--- src/rtl/uart_pixel_packer.sv ---
// UART byte stream to 12-bit pixel packer.
// Finds the two-byte frame header and packs HI/LO byte pairs into BGR pixels.
// Each pixel is issued as a single-cycle strobe with its index.
// A trailing XOR checksum decides whether the frame ends in DONE or ERROR.
module uart_pixel_packer #(
  parameter int unsigned W       = 50,
  parameter int unsigned H       = 40,
  parameter logic [7:0]  HDR0    = 8'hAA,
  parameter logic [7:0]  HDR1    = 8'h55,
  parameter int unsigned TIMEOUT = 1000000
) (
  input  logic        clk,
  input  logic        rst_n,
  input  logic        enable,
  input  logic        byte_valid,
  input  logic [7:0]  byte_data,
  output logic        rx_valid,
  output logic [11:0] rx_data,
  output logic [14:0] pix_index,
  output logic        frame_active,
  output logic        frame_done,
  output logic        frame_error
);

  localparam int unsigned PIX_TOTAL = W * H;
  localparam int          TW        = (TIMEOUT < 2) ? 1 : $clog2(TIMEOUT);
  localparam logic [14:0] LAST_PIX  = 15'(PIX_TOTAL - 1);
  localparam logic [TW-1:0] TO_LAST = TW'(TIMEOUT - 1);

  // The pixel index is 15 bits wide, so larger images cannot be addressed.
  generate
    if (PIX_TOTAL > 32768 || PIX_TOTAL == 0) begin : g_size_check
      $error("uart_pixel_packer: W*H must be in 1..32768");
    end
  endgenerate

  typedef enum logic [2:0] {
    S_IDLE,
    S_HDR1,
    S_PIX_HI,
    S_PIX_LO,
    S_TRAIL,
    S_DONE,
    S_ERROR
  } state_t;

  state_t        state, state_n;
  logic [3:0]    nibble, nibble_n;
  logic [7:0]    checksum, checksum_n;
  logic [14:0]   pix_cnt, pix_cnt_n;
  logic [TW-1:0] tcount, tcount_n;
  logic          rx_valid_n;
  logic [11:0]   rx_data_n;
  logic [14:0]   pix_index_n;
  logic          counting;

  // Register the FSM state together with the packing datapath.
  always_ff @(posedge clk or negedge rst_n) begin
    if (!rst_n) begin
      state     <= S_IDLE;
      nibble    <= '0;
      checksum  <= '0;
      pix_cnt   <= '0;
      tcount    <= '0;
      rx_valid  <= 1'b0;
      rx_data   <= '0;
      pix_index <= '0;
    end else begin
      state     <= state_n;
      nibble    <= nibble_n;
      checksum  <= checksum_n;
      pix_cnt   <= pix_cnt_n;
      tcount    <= tcount_n;
      rx_valid  <= rx_valid_n;
      rx_data   <= rx_data_n;
      pix_index <= pix_index_n;
    end
  end

  // Next-state logic: byte-driven transitions, inter-byte timeout, and enable override.
  always_comb begin
    state_n     = state;
    nibble_n    = nibble;
    checksum_n  = checksum;
    pix_cnt_n   = pix_cnt;
    tcount_n    = tcount;
    rx_valid_n  = 1'b0;
    rx_data_n   = rx_data;
    pix_index_n = pix_index;
    counting    = (state == S_HDR1) || (state == S_PIX_HI) ||
                  (state == S_PIX_LO) || (state == S_TRAIL);

    if (!enable) begin
      state_n  = S_IDLE;
      tcount_n = '0;
    end else if (byte_valid) begin
      tcount_n = '0;
      case (state)
        S_IDLE: begin
          if (byte_data == HDR0) state_n = S_HDR1;
        end
        S_HDR1: begin
          if (byte_data == HDR1) begin
            state_n    = S_PIX_HI;
            pix_cnt_n  = '0;
            checksum_n = '0;
          end else if (byte_data != HDR0) begin
            state_n = S_IDLE;
          end
        end
        S_PIX_HI: begin
          nibble_n   = byte_data[3:0];
          checksum_n = checksum ^ byte_data;
          state_n    = S_PIX_LO;
        end
        S_PIX_LO: begin
          rx_data_n   = {nibble, byte_data};
          pix_index_n = pix_cnt;
          rx_valid_n  = 1'b1;
          checksum_n  = checksum ^ byte_data;
          pix_cnt_n   = pix_cnt + 15'd1;
          state_n     = (pix_cnt == LAST_PIX) ? S_TRAIL : S_PIX_HI;
        end
        S_TRAIL: begin
          state_n = (byte_data == checksum) ? S_DONE : S_ERROR;
        end
        default: begin
        end
      endcase
    end else if (counting) begin
      if (tcount == TO_LAST) begin
        state_n  = S_ERROR;
        tcount_n = '0;
      end else begin
        tcount_n = tcount + TW'(1);
      end
    end
  end

  assign frame_active = (state == S_PIX_HI) || (state == S_PIX_LO) || (state == S_TRAIL);
  assign frame_done   = (state == S_DONE);
  assign frame_error  = (state == S_ERROR);

endmodule

--- config.mk ---
export PLATFORM = sky130hd
export DESIGN_NAME = uart_pixel_packer
export DESIGN_NICKNAME = d
export VERILOG_FILES = /design/src/rtl/uart_pixel_packer.sv
export SDC_FILE = /design/constraint.sdc
export NUM_CORES = 1
export LEC_CHECK = 0
export ABC_AREA = 1
export ABC_CLOCK_PERIOD_IN_PS = 3350
export CAP_MARGIN = 20
export CORE_MARGIN = 2
export CORE_UTILIZATION = 45
export CTS_BUF_LIST = sky130_fd_sc_hd__clkbuf_4 sky130_fd_sc_hd__clkbuf_8 sky130_fd_sc_hd__clkbuf_16
export CTS_CLUSTER_DIAMETER = 30
export DETAILED_ROUTE_END_ITERATION = 10
export PLACE_DENSITY = 0.66
export SKIP_CTS_REPAIR_TIMING = 1
export SLEW_MARGIN = 20
export SYNTH_ARGS = -nofsm -noshare
export SYNTH_HDL_FRONTEND = slang
export SYNTH_SLANG_ARGS = --single-unit
--- constraint.sdc ---
create_clock -name clk -period 3.35 [get_ports clk]
set_input_delay 0.5025 -clock clk [delete_from_list [all_inputs] [get_ports clk]]
set_output_delay 0.5025 -clock clk [all_outputs]
set_load 0.02 [all_outputs]
==> results.json <==
{
  "holdCritPathClass": "in -> async",
  "clkTransAtPathRegs_ns": 0.09,
  "insertion_delay_ns": 0.35,
  "cts-root-buf": "clkbuf_8",
  "ys_ff_latch": 78,
  "p_leak_nw": 2.175,
  "slew-limit-headroom_pct": 35.54,
  "drive_gt1_share_pct": 6.786,
  "min_period_over_period_pct": 74.02,
  "powerDensity_nw_per_um2": 661.8,
  "grt_max_degree": 79,
  "drt-initial-drc-count": 238,
  "ys_types": 35,
  "rows": 34,
  "dieArea_sq_um": 9494,
  "worst-slew-pin-transition_ns": 0.9669,
  "die_w_um": 97.44,
  "synth.avg_cell_area_sq_um": 7.719,
  "final.setup_skew_ns": 0.01227,
  "ys_seq_area_share_pct": 49.68,
  "gp_congestion": 0.8519,
  "synth_area_sq_um": 3929,
  "fin_crit_ns": 2.480,
  "power_w": 0.003077,
  "start_util_pct": 45.72,
  "io_pins": 43,
  "whs_ns": 0.3051,
  "worst_setup_path_start_kind": "flip-flop",
  "worstSetupPathType": "reg -> out",
  "numPortBuffers": 42,
  "synth-edff-count": 0,
  "htree_num_levels": 3,
  "grt_util_all_layers_pct": 18.61,
  "yosysWarnings": 0,
  "drc": 0,
  "num_antenna_cells": 0,
  "grt_pass1_wl_mm": 14.60,
  "tritoncts": "done",
  "required_ns": 2.85,
  "fin_setup_tns_ns": 0,
  "cts_buffers": 9,
  "rsz0062_at_grt": "no",
  "crit_chain": "inv_2 -> nand2_1 -> nor2_4 -> inv_1 -> o21ai_0 -> clkdlybuf4s50_1",
  "clk_path_buf_depth": 2,
  "postSynthCellCount": 509,
  "cpMaxStageDelayCell": "clkdlybuf4s50_1",
  "grt_pass1_vias": 3221,
  "synth_flop_cell": "dfrtp_1",
  "clock-sinks": 78,
  "routedWlPerCell_um": 12.62,
  "report.final.slew_viol_count": 0,
  "antenna_left": 0,
  "drt_wl_total_mm": 8.427,
  "syn2layout_area_growth_pct": 18.34,
  "status": "finished, final reports clean",
  "vias_per_cell": 5.099,
  "setup_viol": 0,
  "drv_cap": 0,
  "endpoint_kind": "output pin",
  "antenna_found_initial": 0,
  "synthArstFlopShare_pct": 100.0,
  "vias": 3406,
  "dr.pass1.iters": 5,
  "syn-num-nets": 523,
  "critPathArrivalTime_ns": 1.98,
  "globalRoute.totalOverflow": 0,
  "core-area_sq_um": 8593,
  "max_freq_mhz": 403.3,
  "stdcell_count": 668,
  "die_h_um": 97.44,
  "num-nets-final": 569,
  "dp_cells": 652,
  "ir_drop_mv": 0.2586,
  "cp_max_fo": 6,
  "cp.buffers_inverters": 3,
  "cpLargestDelayFamily": "buffers and inverters",
  "slowest_delay_ns": 0.64,
  "finalHoldViolCount": 0,
  "hpwl_mm": 6.049
}
[per-stage QoR]
stage               setup WS [ns]  utilization, %  area (sq um)
floorplan                   1.781               -          3929
global placement           0.8833           51.70          4443
detailed placement         0.7869           51.70          4443
CTS                        0.8777           54.11          4649
global route               0.7887           54.11          4649
finish                     0.8702           54.11          4649
[worst paths after layout]
| check | depth (start not counted) | endpoint | startpoint | slack [ns] |
|---|---|---|---|---|
| worst max-delay path | 6 | frame_active | state[1]$_DFFE_PN0P_ | 0.87 |
| worst min-delay path | 1 | pix_index[3]$_DFFE_PN0P_ | rst_n | 0.31 |
| worst max register to register | 7 | pix_cnt[12]$_DFFE_PN0P_ | state[1]$_DFFE_PN0P_ | 1.43 |
| worst min register to register | 2 | pix_index[0]$_DFFE_PN0P_ | pix_index[0]$_DFFE_PN0P_ | 0.48 |
| max in group asynchronous | 1 | tcount[1]$_DFFE_PN0P_ | rst_n | 2.43 |
| min in group clk | 2 | pix_index[0]$_DFFE_PN0P_ | pix_index[0]$_DFFE_PN0P_ | 0.48 |
[worst reg2reg max path: cells and delay by family (launching register included)]
family | cells | cell delay, ns
DFF | 1 | 0.43
AOI/OAI and AO/OA | 1 | 0.06
and+or+nand+nor | 4 | 0.80
buffers and inverters | 2 | 0.51
[kinds of logic (layout without fill, tap and decap cells)]
group / Yosys count / in the layout / synth area share [%]
AOI/OAI and AO/OA: 72 / 72 / 9.586
xor gates and xnor gates: 4 / 4 / 0.8919
adders and majority gates: 2 / 2 / 0.6368
buffers and inverters: 66 / 117 / 6.815
DFF: 78 / 78 / 49.68
and+or+nand+nor: 287 / 287 / 32.39
[synth_stat cells (4+ instances only)]
cell type / n / area share (%)
nor2_2: 4 / 0.64
nand4_1: 16 / 2.5
o21ai_0: 46 / 5.9
inv_1: 54 / 5.2
nor2_1: 56 / 5.4
o21ai_1: 5 / 0.64
a21oi_1: 14 / 1.8
dfrtp_1: 78 / 50
clkbuf_1: 4 / 0.38
nand2_1: 158 / 15
nor3_1: 14 / 1.8
nand3_1: 25 / 3.2
[layer usage]
layer	up-vias	track usage, %	share of wire, %
met1	1583	25.71	49
met2	72	29.71	46
li1	1737	-	-
met3	14	3.022	3.3
met5	-	0	0
met4	0	6.838	1.7
[cells in the final DEF (no fill, tap or decap), drive strengths merged, types with 2 or more instances in the layout]
master | netlist | routed
nand4 | 18 | 18
dfrtp | 78 | 78
nor2 | 61 | 61
nand2 | 163 | 163
buf | 5 | 3
o21ai | 51 | 51
inv | 57 | 59
clkbuf | 4 | 10
xor2 | 3 | 3
nand3 | 25 | 25
clkdlybuf4s50 | 0 | 41
a31oi | 2 | 2
clkinv | 0 | 2
nor3 | 17 | 17
ha | 2 | 2
a21oi | 14 | 14
[report_power, final]
| group | internal [W] | total (W) | leakage [nW] | switching, W |
|---|---|---|---|---|
| combinational | 0.000404 | 0.00102 | 1.05 | 0.000614 |
| sequential | 0.00116 | 0.00133 | 1.02 | 0.000170 |
| clock | 0.000370 | 0.000733 | 0.103 | 0.000363 |
[state kept, by name, summed over array words and instances, names as in the netlist]
register,flops
state,3
pix_index,15
rx_data,12
rx_valid,1
checksum,8
nibble,4
pix_cnt,15
tcount,20
[cell type report]
cell class                      count  area [sq um]
Tap cell                          108         135.1
Sequential cell                    78          1952
Fill cell                         822          3944
Timing Repair Buffer               44         432.9
Clock buffer                       10         137.6
Inverter                           57         214.0
Multi-Input combinational cell    365          1709
Clock inverter                      6         68.82
Power figures use the tool's default switching activity.
